$ cat config.mk
export PLATFORM = sky130hd
export DESIGN_NAME = button_conditioner
export DESIGN_NICKNAME = d
export VERILOG_FILES = /design/src/rtl/button_conditioner.sv
export SDC_FILE = /design/constraint.sdc
export NUM_CORES = 1
export LEC_CHECK = 0
export CAP_MARGIN = 20
export CORE_UTILIZATION = 30
export CTS_CLUSTER_DIAMETER = 100
export DETAILED_ROUTE_END_ITERATION = 6
export PLACE_DENSITY = 0.54
export SLEW_MARGIN = 20
export SYNTH_ARGS = -nofsm -noshare
export SYNTH_HDL_FRONTEND = slang
export SYNTH_SLANG_ARGS = --single-unit
export TNS_END_PERCENT = 10
$ cat constraint.sdc
create_clock -name clk_in -period 5.3 [get_ports clk_in]
set_input_delay 1.325 -clock clk_in [delete_from_list [all_inputs] [get_ports clk_in]]
set_output_delay 1.325 -clock clk_in [all_outputs]
set_load 0.01 [all_outputs]
$ cat src/rtl/button_conditioner.sv
// ---------------------------------------------------------------------------
// button_conditioner
//
// N-channel conditioner for front-panel buttons and switches. Each channel
// runs its raw pin through a synchronizer, a debounce filter, registered
// rise/fall pulse generation, and an auto-repeat FSM that emits a "press"
// pulse on the initial press and then periodically while the button is held.
//
// Ports:
//   clk_in        system clock
//   rst_n_in      asynchronous active-low reset (clears every flop)
//   noisy_in      raw asynchronous pin inputs, one bit per channel
//   repeat_en_in  per-channel auto-repeat enable (synchronous to clk_in)
//   clean_out     debounced level
//   rise_out      one-cycle pulse when clean_out goes 0->1
//   fall_out      one-cycle pulse when clean_out goes 1->0
//   press_out     one-cycle pulse on initial press and on each auto-repeat
// ---------------------------------------------------------------------------
module button_conditioner #(
   parameter int N_CH            = 5,
   parameter int NSYNC           = 3,
   parameter int DEBOUNCE_CYCLES = 1_000_000,
   parameter int REPEAT_DELAY    = 50_000_000,
   parameter int REPEAT_PERIOD   = 10_000_000
) (
   input  logic            clk_in,
   input  logic            rst_n_in,
   input  logic [N_CH-1:0] noisy_in,
   input  logic [N_CH-1:0] repeat_en_in,
   output logic [N_CH-1:0] clean_out,
   output logic [N_CH-1:0] rise_out,
   output logic [N_CH-1:0] fall_out,
   output logic [N_CH-1:0] press_out
);

   // Debounce counter only ever reaches DEBOUNCE_CYCLES-1.
   localparam int CW = $clog2(DEBOUNCE_CYCLES);

   // Repeat timer only ever reaches max(REPEAT_DELAY, REPEAT_PERIOD)-1.
   localparam int RMAX = (REPEAT_DELAY > REPEAT_PERIOD) ? REPEAT_DELAY : REPEAT_PERIOD;
   localparam int TW   = (RMAX > 1) ? $clog2(RMAX) : 1;

   localparam logic [CW-1:0] DB_LAST     = CW'(DEBOUNCE_CYCLES - 1);
   localparam logic [TW-1:0] DELAY_LAST  = TW'(REPEAT_DELAY - 1);
   localparam logic [TW-1:0] PERIOD_LAST = TW'(REPEAT_PERIOD - 1);

   typedef enum logic [1:0] {
      IDLE   = 2'd0,
      DELAY  = 2'd1,
      REPEAT = 2'd2
   } rep_state_t;

   genvar gi;
   generate
      for (gi = 0; gi < N_CH; gi++) begin : g_ch
         logic [NSYNC-1:0] sync_reg;
         logic             synced;
         logic [CW-1:0]    cnt_reg, cnt_next;
         logic             clean_reg, clean_next;
         logic             rise_reg, rise_next;
         logic             fall_reg, fall_next;
         rep_state_t       state_reg, state_next;
         logic [TW-1:0]    timer_reg, timer_next;
         logic             press_reg, press_next;

         // ---------------- synchronizer ----------------
         always_ff @(posedge clk_in or negedge rst_n_in) begin
            if (!rst_n_in) begin
               sync_reg <= '0;
            end else begin
               sync_reg <= {sync_reg[NSYNC-2:0], noisy_in[gi]};
            end
         end

         assign synced = sync_reg[NSYNC-1];

         // ---------------- debounce filter ----------------
         // Any synced cycle that agrees with the clean level restarts the
         // count, so only an uninterrupted run of DEBOUNCE_CYCLES differing
         // samples flips the clean level.
         always_comb begin
            cnt_next   = cnt_reg;
            clean_next = clean_reg;
            rise_next  = 1'b0;
            fall_next  = 1'b0;
            if (synced == clean_reg) begin
               cnt_next = '0;
            end else if (cnt_reg == DB_LAST) begin
               cnt_next   = '0;
               clean_next = ~clean_reg;
               rise_next  = ~clean_reg;
               fall_next  = clean_reg;
            end else begin
               cnt_next = cnt_reg + CW'(1);
            end
         end

         always_ff @(posedge clk_in or negedge rst_n_in) begin
            if (!rst_n_in) begin
               cnt_reg   <= '0;
               clean_reg <= 1'b0;
               rise_reg  <= 1'b0;
               fall_reg  <= 1'b0;
            end else begin
               cnt_reg   <= cnt_next;
               clean_reg <= clean_next;
               rise_reg  <= rise_next;
               fall_reg  <= fall_next;
            end
         end

         // ---------------- auto-repeat FSM ----------------
         // rise_next/fall_next are the edge events that are being registered
         // this cycle, so press_out lines up with rise_out, and a release
         // takes priority over a repeat that would expire on the same edge.
         always_comb begin
            state_next = state_reg;
            timer_next = timer_reg;
            press_next = 1'b0;
            if (fall_next) begin
               state_next = IDLE;
               timer_next = '0;
            end else begin
               case (state_reg)
                  IDLE: begin
                     if (rise_next) begin
                        press_next = 1'b1;
                        state_next = DELAY;
                        timer_next = '0;
                     end
                  end
                  DELAY: begin
                     if (!repeat_en_in[gi]) begin
                        timer_next = '0;
                     end else if (timer_reg == DELAY_LAST) begin
                        press_next = 1'b1;
                        state_next = REPEAT;
                        timer_next = '0;
                     end else begin
                        timer_next = timer_reg + TW'(1);
                     end
                  end
                  REPEAT: begin
                     if (!repeat_en_in[gi]) begin
                        state_next = DELAY;
                        timer_next = '0;
                     end else if (timer_reg == PERIOD_LAST) begin
                        press_next = 1'b1;
                        timer_next = '0;
                     end else begin
                        timer_next = timer_reg + TW'(1);
                     end
                  end
                  default: begin
                     state_next = IDLE;
                     timer_next = '0;
                  end
               endcase
            end
         end

         always_ff @(posedge clk_in or negedge rst_n_in) begin
            if (!rst_n_in) begin
               state_reg <= IDLE;
               timer_reg <= '0;
               press_reg <= 1'b0;
            end else begin
               state_reg <= state_next;
               timer_reg <= timer_next;
               press_reg <= press_next;
            end
         end

         assign clean_out[gi] = clean_reg;
         assign rise_out[gi]  = rise_reg;
         assign fall_out[gi]  = fall_reg;
         assign press_out[gi] = press_reg;
      end
   endgenerate

endmodule

[Word-level counts from Yosys, hierarchy flattened]
Cells that the tools add are included.
Word-level totals
  register bits after elaboration: 275
  input port bits: 12
  output and inout port bits: 20
  word-level logic and storage cells: 255
Operators by class
  bitwise gates (word level): 10
  equality and inequality tests: 50
  reductions and logical operators: 15
  $add $sub $neg: 10
  mux-type cells: 130
Operators with widths (count)
  two-way mux 26 bit: 30
  case mux 26 bit (3 select lines): 5
  two-way mux 20 bit: 10
  adder 26 x 1 -> 26 bit, second input constant: 5
  equality test 26 x 24 -> 1 bit, second input constant: 5
  equality test 26 bit, second input constant: 5
  adder 20 x 1 -> 20 bit, second input constant: 5
  equality test 20 bit, second input constant: 5
  != test 3 bit, second input constant: 20
  two-way mux 1 bit: 50
  two-way mux 2 bit: 25
  case mux 2 bit (3 select lines): 5
  AND reduction 4 bit: 5
  case mux 1 bit (3 select lines): 5
  equality test 2 x 1 -> 1 bit, second input constant: 5
  equality test 2 bit, second input constant: 5
  zero test 2 bit: 5
  inverter 1 bit: 10
  AND reduction 2 bit: 5
  equality test 1 bit: 5

[Depth between registers and ports, before layout]
Gate-level depths: netlist (run 1).
  depth in word-level cells: 6
  depth in mapped cells: 9
  mapped depth without buffers: 8

[Least setup slack after synthesis (run 1)]
Ideal clock, no wire load.
  path type: input-to-reg
  from: in repeat_en_in[2]
  to: reg g_ch[2].timer_reg[8]
  required time: 5.184 ns
  path buffers: 1
  setup slack: 2.614 ns
  stages: 5
  arrival time: 2.570 ns
  cell sequence: nand2_1 > a211oi_1 > nand2_1 > buf_2 > o311ai_0
On the way
  longest elaborated chain between the ends: 3
Ends and longest elaborated chain
  start, declared: RTL line 29  | input logic [N_CH-1:0] repeat_en_in,
  two-way mux 26 bit (on tied branches): RTL line 144, 133
  case mux 26 bit (3 select lines) (*): RTL line 124  | case (state_reg)
  two-way mux 26 bit (*): RTL line 120  | if (fall_next) begin
  end signal, assigned: RTL line 169  | timer_reg <= timer_next;
  end, declared: RTL line 63  | logic [TW-1:0] timer_reg, timer_next;
Mark *: on every way between the ends. The rest lies on a longest branch, timed or not.
A chain may end at the register's enable or synchronous reset.

[Worst setup path in the final report (run 1)]
  from: reg g_ch[4].timer_reg[8]
  to: reg g_ch[4].timer_reg[8]
On the way
  longest elaborated chain between the ends: 5
Ends and longest elaborated chain (RTL line)
  start, declared: 63
  start signal, assigned: 169
  adder 26 x 1 -> 26 bit (tied with other cells): 140, 151
  two-way mux 26 bit (on tied branches): 147, 135
  two-way mux 26 bit (on tied branches): 144, 133
  case mux 26 bit (3 select lines) (*): 124
  two-way mux 26 bit (*): 120
Marked as above.

==> results of run 1 <==
-- worst max-delay path: cells and delay by family, from the launching register on --
family | cells | cell delay [ps]
AOI/OAI and AO/OA | 3 | 930
DFF | 1 | 440
and+or+nand+nor | 3 | 1860
-- cells in the mapped netlist (26+ instances only) --
cell type	count	area, sq um
dfrtp_1	275	6880
and3_1	27	169
xnor2_1	73	639
clkbuf_1	33	124
xor2_1	66	578
nor3_1	43	215
and2_1	41	257
inv_1	47	176
o31ai_1	33	248
a31oi_1	32	200
nor2_1	210	788
nor4_1	26	163
nand4_1	58	363
o21ai_0	42	210
nand2_1	145	544
nand3_1	114	571
ha_1	34	425
-- kinds of logic after synthesis --
logic type,count (synthesis),share of synthesized area
AO/OA/AOI/OAI,209,0.100
adder cells (fa/ha/maj),34,0.0290
flip-flops,275,0.470
XOR/XNOR,139,0.0831
multiplexers,7,0.00513
buffers and inverters,111,0.0344
AND/OR/NAND/NOR,791,0.278
-- cell type report --
cell class	instances	area (sq um)	share of cell area
multi-input combinational	1180	7270	0.436
sequential	275	6880	0.413
clock buffer	49	1030	0.0619
tap	615	769	0.0462
timing repair buffer	42	410	0.0246
inverter	47	176	0.0106
clock inverter	9	123	0.00736
-- metrics by stage --
| stage | instance area [sq um] | hold slack [ps] | util | setup slack, ps | cells |
|---|---|---|---|---|---|
| finish | 16700 | 344 | 0.348 | 1900 | 2217 |
| global route | 16700 | 350 | 0.348 | 1480 | 2217 |
| CTS | 16700 | 347 | 0.347 | 1910 | 2217 |
| detailed placement | 15500 | 335 | 0.323 | 1320 | 2159 |
| global placement | 15500 | 334 | 0.323 | 1380 | 2159 |
| floorplan | 14600 | 331 | - | 2610 | 1566 |
-- where the power goes --
part	internal [uW]	switching [uW]	leakage, uW	total, uW
combinational	129	341	0.00243	470
sequential	2140	37.5	0.00369	2180
clock	1490	901	0.000568	2390
-- layer usage --
layer  GRT usage  wire length [um]  vias to the layer above
li1            -                 -                     5619
met1       0.180             15400                     5531
met2       0.209             14100                      133
met3      0.0267              1070                       54
met4      0.0416               700                        0
met5           0                 0                        -
-- worst max-delay path by stage --
stage / startpoint / endpoint / slack, ps / cells past startpoint
after detailed placement: repeat_en_in[4] / g_ch[4].timer_reg[3] / 1320 / 6
after global placement: repeat_en_in[4] / g_ch[4].timer_reg[3] / 1380 / 6
after global routing: g_ch[4].timer_reg[18] / g_ch[4].timer_reg[11] / 1480 / 6
final: g_ch[4].timer_reg[8] / g_ch[4].timer_reg[8] / 1900 / 6
after floorplan: repeat_en_in[2] / g_ch[2].timer_reg[8] / 2610 / 5
after CTS: g_ch[4].timer_reg[18] / g_ch[4].timer_reg[8] / 1910 / 6
==> metrics.md, run 1 <==
| Metric | Value |
|---|---|
| DR iter-0 viols | 758 |
| GRT overflow | 0 |
| RR Endpoint | g_ch[4].timer_reg[8] |
| Layout Nets | 1626 |
| Fin. Hold Viols | 0 |
| # fillers | 4795 |
| Critical Path RT | 5670 ps |
| Post-Synthesis Cells | 1566 |
| TritonCTS clock tree | yes |
| PD cells | 302 mW/mm^2 |
| Drt wl/cell | 14.1 um |
| Sequential element share of the synthesized area | 0.470 |
| Mapped Area | 0.0146 sq mm |
| CTS clk-pin slew, worst paths | 60 ps |
| TritonCTS buffer count | 34 |
| Buffers on Ports | 31 |
| Number of global-route vias before repair | 11400 |
| Max-cap violations | 0 |
| Worst-Margin Slew | 1050 ps |
| Worst path max stage delay | 700 ps |
| Post-CTS Setup Inserts | 0 |
| Pre-antenna DRT Iters | 6 |
| Hold Buf Count CTS | 0 |
| Slew HR | 0.301 |
| Gpl congestion | 0.791 |
| Unique masters post-synth | 67 |
| CTS sink count | 275 |
| R2R Setup Slk | 1900 ps |
| Synth Register Bits | 275 |
| Hold Crit Depth | 0 |
| Max reg flops | 130 |
| Synth Flop Type | dfrtp_1 |
| Final setup fails | 0 |
| TNS Setup | 0 ps |
| Worst R2R Path Depth | 6 |
| CP max-delay cell | nand2_1 |
| Tightest Hold Check Type | flop to flop |
| Min Clock Period, post-route | 3400 ps |
| Largest net degree at the start of global routing | 109 |
| Peak VDD IR | 0.187 mV |
| Top achievable clock speed | 0.295 GHz |
| Post-synth ARST share | 1.00 |
| Diode count | 0 |
| Fin crit share | 0.641 |
| Die ar. | 0.0497 sq mm |
| Rows | 80 |
| Vias | 11300 |
| Leakage | 0.00669 uW |
| Kind of start point of the critical path | flop |
| Hold_sp | g_ch[0].sync_reg[1] |
| Worst path cell trace | or4_1 > nor4_1 > a21boi_0 > o21ba_2 > nand2_1 > o311ai_0 |
| Routed Antenna Nets | 0 |
| YS warnings | 0 |
| Insertion delay to the later sink of the worst-skew pair | 540 ps |
| R2R Path Start | g_ch[4].timer_reg[8] |
| Post-DP HPWL | 20400 um |
| Syn Area/Cell | 9.35 sq um |
| Initial antenna violation count | 0 |
| Initial Utilization | 0.305 |
| Total Routing Usage GR | 0.132 |
| Hold endpoint | g_ch[0].sync_reg[2] |
| CP max FO | 26 |
| Clock Skew | 10.3 ps |
| WL final | 31300 um |
| WP data arrival | 3760 ps |
| Die Y | 223 um |
| Synthesis-to-layout area growth | 13.8% |
| Share of cells above drive strength 1 | 0.0543 |
| Most frequent cells in the layout | 275 x dfrtp_1, 210 x nor2_1, 145 x nand2_1 |
| Final Slew Violations | 0 |
| Post-CTS Resized | 0 |
| EDFF count, synth | 0 |
| First-pass GRT wire length | 55600 um |
| Crit Path Category | flop to flop |
| H-tree depth | 2 |
| Core ar. | 0.0479 sq mm |
| RSZ-0062 raised after global routing | no |
| Clk buf depth | 3 |
| Root Driver | clkbuf_16 |
| DRC | 0 |
| Vias per cell | 5.11 |
| Total power | 5040 uW |
| Most common cell after layout, fill and taps aside | dfrtp_1 |
| Synth Net Count | 1612 |
| Die Wd | 223 um |
| Status | completed |
| # IOs | 32 |
| Critical Path End Type | flop |
(Power assumes the default switching activity.)
==> inputs of run 2 (changes only) <==
==> constraint.sdc (replaced) <==
create_clock -name clk_in -period 3.51 [get_ports clk_in]
set_input_delay 0.8775 -clock clk_in [delete_from_list [all_inputs] [get_ports clk_in]]
set_output_delay 0.8775 -clock clk_in [all_outputs]
set_load 0.01 [all_outputs]
==> run 2 against run 1 <==
Effect of this change: die area stayed put; critical endpoint unchanged; first-iteration DRC count is 24% higher; sequential cell count stayed put; sequential power is 51% higher; largest power group unchanged.
==> metrics.md, run 2 (synthesized netlist as in run 1, its figures left out) <==
| Metric | Value |
|---|---|
| Root Driver | clkbuf_16 (unchanged) |
| Synthesis-to-layout area growth | 14.8% (was 13.8%) |
| Status | completed (unchanged) |
| First-pass GRT wire length | 55900 um (was 55600 um) |
| Fin. Hold Viols | 0 (unchanged) |
| Vias | 11500 (was 11300) |
| Final setup fails | 0 (unchanged) |
| Die Wd | 223 um (unchanged) |
| Vias per cell | 5.15 (was 5.11) |
| Routed Antenna Nets | 0 (unchanged) |
| WL final | 31800 um (was 31300 um) |
| Worst R2R Path Depth | 8 (was 6) |
| Post-Place Setup Slack | 417 ps (was 1320 ps) |
| Most common cell after layout, fill and taps aside | dfrtp_1 (unchanged) |
| Logic pwr share | 0.098 (was 0.093) |
| Fin crit share | 0.839 (was 0.641) |
| Post-DP HPWL | 20900 um (was 20400 um) |
| Tightest Hold Check Type | primary input to asynchronous set/reset pin (was flop to flop) |
| Final setup margin | 565 ps (was 1900 ps) |
| Max-cap violations | 0 (unchanged) |
| Final Slew Violations | 0 (unchanged) |
| Rows | 80 (unchanged) |
| Max reg flops | 130 (unchanged) |
| Die Y | 223 um (unchanged) |
| TritonCTS buffer count | 36 (was 34) |
| CTS sink count | 275 (unchanged) |
| Post-CTS Resized | 0 (unchanged) |
| Diode count | 0 (unchanged) |
| Initial antenna violation count | 0 (unchanged) |
| Critical Path End Type | flop (unchanged) |
| Kind of start point of the critical path | flop (unchanged) |
| GRT overflow | 0 (unchanged) |
| Clock power share | 0.473 (was 0.475) |
| Layout Nets | 1642 (was 1626) |
| TritonCTS clock tree | yes (unchanged) |
| # IOs | 32 (unchanged) |
| Gpl congestion | 0.798 (was 0.791) |
| Drt wl/cell | 14.2 um (was 14.1 um) |
| Internal Power | 5690 uW (was 3760 uW) |
| Worst-Margin Slew | 1080 ps (was 1050 ps) |
| Insertion delay to the later sink of the worst-skew pair | 540 ps (about the same) |
| Clock Skew | 18.9 ps (was 10.3 ps) |
| Leakage | 0.00678 uW (was 0.00669 uW) |
| Hold Buf Count CTS | 0 (unchanged) |
| DR iter-0 viols | 943 (was 758) |
| Switching Power | 1970 uW (was 1280 uW) |
| Core ar. | 0.0479 sq mm (unchanged) |
| DRC | 0 (unchanged) |
| R2R Setup Slk | 560 ps (was 1900 ps) |
| Peak VDD IR | 0.424 mV (was 0.187 mV) |
| RR Endpoint | g_ch[4].timer_reg[8] (unchanged) |
| Fin util | 0.351 (was 0.348) |
| Number of global-route vias before repair | 11300 (was 11400) |
| Post-CTS Setup Inserts | 0 (unchanged) |
| Total power | 7660 uW (was 5040 uW) |
| CTS clk-pin slew, worst paths | 60 ps (about the same) |
| Pre-antenna DRT Iters | 5 (was 6) |
| Total Routing Usage GR | 0.133 (was 0.132) |
| Sequential share of power | 0.429 (was 0.432) |
| Clk buf depth | 3 (unchanged) |
| Finished layout cell area | 0.0168 sq mm (was 0.0167 sq mm) |
| RSZ-0062 raised after global routing | no (unchanged) |
| Critical Path RT | 3910 ps (was 5670 ps) |
| PD cells | 456 mW/mm^2 (was 302 mW/mm^2) |
| Min Clock Period, post-route | 2950 ps (was 3400 ps) |
| Switch share | 0.257 (was 0.254) |
| CP max FO | 18 (was 26) |
| R2R Path Start | g_ch[4].cnt_reg[0] (was g_ch[4].timer_reg[8]) |
| Top achievable clock speed | 0.340 GHz (was 0.295 GHz) |
| Crit Path Category | flop to flop (unchanged) |
| Slew HR | 0.283 (was 0.301) |
| TNS Setup | 0 ps (unchanged) |
| Initial Utilization | 0.305 (unchanged) |
| H-tree depth | 2 (unchanged) |
| Buffers on Ports | 31 (unchanged) |
| Die ar. | 0.0497 sq mm (unchanged) |
| Crit path launch | g_ch[4].cnt_reg[0] (was g_ch[4].timer_reg[8]) |
| Post-DP Area | 0.0156 sq mm (was 0.0155 sq mm) |
| Largest net degree at the start of global routing | 74 (was 109) |
| End of the critical path | g_ch[4].timer_reg[8] (unchanged) |
| Share of cells above drive strength 1 | 0.0636 (was 0.0543) |
| WP data arrival | 3350 ps (was 3760 ps) |
| Most frequent cells in the layout | 275 x dfrtp_1, 210 x nor2_1, 145 x nand2_1 (unchanged) |
==> run 2: layout make-up <==
type	count	area, sq um
Clock buffer	52	1050
Clock inverter	10	114
Fill cell	4762	31100
Inverter	47	176
Multi-Input combinational cell	1180	7270
Sequential cell	275	6880
Tap cell	615	769
Timing Repair Buffer	56	553
==> run 2: how the worst min path moves through the flow <==
stage | from | to | slack [ps] | cells after the start
finish | rst_n_in | g_ch[3].cnt_reg[2] | 310 | 1
global route | rst_n_in | g_ch[3].cnt_reg[2] | 350 | 1
CTS | rst_n_in | g_ch[3].cnt_reg[7] | 330 | 1
detailed placement | g_ch[0].sync_reg[0] | g_ch[0].sync_reg[1] | 340 | 0
global placement | g_ch[4].sync_reg[1] | g_ch[4].sync_reg[2] | 330 | 0
floorplan | g_ch[0].sync_reg[0] | g_ch[0].sync_reg[1] | 330 | 0
==> run 2: worst max-delay path, cell delays in order, from the launching register on <==
cell	delay, ps
dfrtp_1	400
ha_1	230
nand3_1	120
or4_1	630
or2_2	360
o21ai_1	360
nand2_1	140
buf_4	230
o311ai_0	360
==> run 2: per-stage QoR <==
step,instances,hold WS (ps)
4_1_cts,2235,327
6_report,2235,311
3_3_place_gp,2173,334
5_1_grt,2235,354
3_5_place_dp,2173,337
2_1_floorplan,1566,331
==> run 2: routing by layer <==
metal | wire [um] | up-vias | GRT usage | share of wire
met5 | 0 | - | 0 | 0
met2 | 14800 | 159 | 0.218 | 0.46
met1 | 15300 | 5650 | 0.176 | 0.48
met4 | 652 | 0 | 0.0449 | 0.020
li1 | - | 5657 | - | -
met3 | 1140 | 41 | 0.0227 | 0.036
==> run 2: power groups by stage <==
stage          Clock [uW]  Sequential [uW]  Combinational (uW)
2_1_floorplan           0             3330                 511
3_3_place_gp            0             3340                 754
3_5_place_dp            0             3340                 765
4_1_cts              3780             3290                 772
5_1_grt              3900             3290                 872
6_report             3620             3290                 750
==> inputs of run 3 (changes only) <==
--- a/config.mk
+++ b/config.mk
@@ -9,7 +9,7 @@
 export CORE_UTILIZATION = 30
 export CTS_CLUSTER_DIAMETER = 100
 export DETAILED_ROUTE_END_ITERATION = 6
-export PLACE_DENSITY = 0.54
+export PLACE_DENSITY = 0.56
 export SLEW_MARGIN = 20
 export SYNTH_ARGS = -nofsm -noshare
 export SYNTH_HDL_FRONTEND = slang
==> constraint.sdc (replaced) <==
create_clock -name clk_in -period 2.55 [get_ports clk_in]
set_input_delay 0.6375 -clock clk_in [delete_from_list [all_inputs] [get_ports clk_in]]
set_output_delay 0.6375 -clock clk_in [all_outputs]
set_load 0.01 [all_outputs]
==> run 3 against run 2 <==
Effect of this change: the flow now finishes with violations (negative setup slack); clock power increased by 39%; worst hold slack got worse by 270 ps; power grew 42%; design area up 5.6%; wire length rose by 3.7%; maximum frequency rose by 15%; sequential share of layout area shrank 2.2 points; largest cell class unchanged; largest power group unchanged; highest routed layer unchanged.
==> metrics.md, run 3 (synthesized netlist as in run 1, its figures left out) <==
| Metric | Value |
|---|---|
| Total Routing Usage GR | 0.138 (was 0.133) |
| Status | finished with violations (was completed) |
| Initial antenna violation count | 0 (unchanged) |
| Worst-Margin Slew | 790 ps (was 1080 ps) |
| Crit Path Category | flop to flop (unchanged) |
| Final setup fails | 19 (was 0) |
| Die ar. | 0.0497 sq mm (unchanged) |
| Final non-filler cell total | 2324 (was 2235) |
| CTS sink count | 275 (unchanged) |
| Fin. Hold Viols | 0 (unchanged) |
| H-tree depth | 2 (unchanged) |
| Max reg flops | 130 (unchanged) |
| Most common cell after layout, fill and taps aside | dfrtp_1 (unchanged) |
| Top cell by count, worst path | or4_4 |
| Vias | 11800 (was 11500) |
| Clk buf depth | 3 (unchanged) |
| Min Clock Period, post-route | 2570 ps (was 2950 ps) |
| Drt wl/cell | 14.2 um (about the same) |
| Initial Utilization | 0.305 (unchanged) |
| Worst path max stage delay | 530 ps (was 630 ps) |
| Worst path top cell family by delay | simple AND/OR/NAND/NOR gates (unchanged) |
| Share of cells above drive strength 1 | 0.126 (was 0.0636) |
| PD cells | 612 mW/mm^2 (was 456 mW/mm^2) |
| Worst path cell trace | or4_4 > or4_4 > o41a_1 > a21o_1 > or4b_1 > o211ai_1 (was ha_1 > nand3_1 > or4_1 > or2_2 > o21ai_1 > nand2_1 > buf_4 > o311ai_0) |
| CTS clk-pin slew, worst paths | 60 ps (about the same) |
| Placed Cells | 2260 (was 2173) |
| Pre-antenna DRT Iters | 5 (unchanged) |
| Critical Path End Type | flop (unchanged) |
| Internal Power | 8040 uW (was 5690 uW) |
| Critical Path RT | 3010 ps (was 3910 ps) |
| Rows | 80 (unchanged) |
| Final setup margin | -21.4 ps (was 565 ps) |
| Kind of start point of the critical path | flop (unchanged) |
| CP max FO | 3 (was 18) |
| Root Driver | clkbuf_16 (unchanged) |
| Layout Nets | 1730 (was 1642) |
| Max-cap violations | 0 (unchanged) |
| Met2 routed wirelength | 15200 um (was 14800 um) |
| Clock power share | 0.463 (was 0.473) |
| RSZ-0062 raised after global routing | yes (was no) |
| DRC | 0 (unchanged) |
| Core ar. | 0.0479 sq mm (unchanged) |
| TNS Setup | -149 ps (was 0 ps) |
| Switch share | 0.260 (was 0.257) |
| Peak VDD IR | 0.364 mV (was 0.424 mV) |
| Insertion delay to the later sink of the worst-skew pair | 550 ps (was 540 ps) |
| Post-Route M1 WL | 15800 um (was 15300 um) |
| Clock Skew | 21.1 ps (was 18.9 ps) |
| Sequential share of power | 0.416 (was 0.429) |
| Leakage | 0.00731 uW (was 0.00678 uW) |
| GRT overflow | 0 (unchanged) |
| Routed length on met3 | 1150 um (was 1140 um) |
| CP max-delay cell | or4_4 (was or4_1) |
| WP buf/inv | 0 (was 1) |
| Finished layout cell area | 0.0178 sq mm (was 0.0168 sq mm) |
| WP data arrival | 3030 ps (was 3350 ps) |
| DR top layer | met4 (unchanged) |
| Post-DP Area | 0.0164 sq mm (was 0.0156 sq mm) |
| Tightest Hold Check Type | primary input to asynchronous set/reset pin (unchanged) |
| Top achievable clock speed | 0.389 GHz (was 0.340 GHz) |
| Diode count | 0 (unchanged) |
| Number of global-route vias before repair | 12000 (was 11300) |
| # IOs | 32 (unchanged) |
| DR iter-0 viols | 679 (was 943) |
| Post-DP HPWL | 22200 um (was 20900 um) |
| First-pass GRT wire length | 58100 um (was 55900 um) |
| Gpl congestion | 0.815 (was 0.798) |
| Failing checks | negative setup slack |
| Buffers on Ports | 31 (unchanged) |
| TritonCTS buffer count | 35 (was 36) |
| Vias per cell | 5.09 (was 5.15) |
| Final Slew Violations | 0 (unchanged) |
| Die Wd | 223 um (unchanged) |
| TritonCTS clock tree | yes (unchanged) |
| Most frequent cells in the layout | 275 x dfrtp_1, 209 x nor2_1, 144 x nand2_1 (was 275 x dfrtp_1, 210 x nor2_1, 145 x nand2_1) |
| Fin crit share | 1.01 (was 0.839) |
| Fin util | 0.370 (was 0.351) |
| Routed Antenna Nets | 0 (unchanged) |
| Switching Power | 2820 uW (was 1970 uW) |
| Slew HR | 0.473 (was 0.283) |
| Die Y | 223 um (unchanged) |
| Logic pwr share | 0.121 (was 0.098) |
| Synthesis-to-layout area growth | 21.2% (was 14.8%) |
| Largest net degree at the start of global routing | 65 (was 74) |
| WL final | 33000 um (was 31800 um) |
-- run 3: timing repair --
item | in CTS | in global routing
hold buffers | 0 | 0
pin swaps | 1 | 8
gates resized for setup | 7 | 42
buffers inserted | 0 | 2
endpoints found under the setup margin | 55 | 128
hold endpoints to repair | 0 | 0
-- run 3: cell type report --
class | count | area [sq um]
fillers | 4777 | 30200
multi-input cells | 1180 | 7440
flip-flops and latches | 275 | 6880
repair buffers | 145 | 1320
clock buffers | 55 | 1070
well taps | 615 | 769
inverters | 47 | 176
clock inverters | 7 | 100
-- run 3: per-stage QoR --
stage / total power (uW) / hold WS, ps / setup WS [ps]
finish: 10900 / 38.5 / -21.4
global route: 11400 / 55.6 / -111
CTS: 11000 / 25.9 / -20.3
detailed placement: 5830 / 336 / -150
global placement: 5820 / 334 / -118
floorplan: 5290 / 331 / -0.492
-- run 3: metal layers --
metal / track usage / vias to the layer above
li1: - / 5824
met1: 0.183 / 5793
met2: 0.224 / 155
met3: 0.0229 / 54
met4: 0.0521 / 0
met5: 0 / -
-- run 3: power by group through the flow --
| stage | clock network [uW] | registers [uW] | logic, uW |
|---|---|---|---|
| final | 5030 | 4520 | 1310 |
| after global routing | 5380 | 4530 | 1460 |
| after CTS | 5210 | 4520 | 1240 |
| after detailed placement | 0 | 4600 | 1230 |
| after global placement | 0 | 4600 | 1220 |
| after floorplan | 0 | 4580 | 707 |
-- run 3: path summary, 6_finish.rpt --
path,from,endpoint,slack (ps),cells after the start
min,rst_n_in,g_ch[3].timer_reg[0],40,1
max,g_ch[3].timer_reg[11],g_ch[3].state_reg[1],-20,6
min reg2reg,g_ch[0].sync_reg[0],g_ch[0].sync_reg[1],340,0
max reg2reg,g_ch[3].timer_reg[11],g_ch[3].state_reg[1],-20,6
min in group clk_in,g_ch[0].sync_reg[0],g_ch[0].sync_reg[1],340,0
max in group asynchronous,rst_n_in,g_ch[4].rise_reg,1800,2
-- run 3: worst reg2reg max path, cell delays in order (launching register included) --
cell      delay, ps
dfrtp_1         370
or4_4           530
or4_4           510
o41a_1          350
a21o_1          180
or4b_1          460
o211ai_1         90
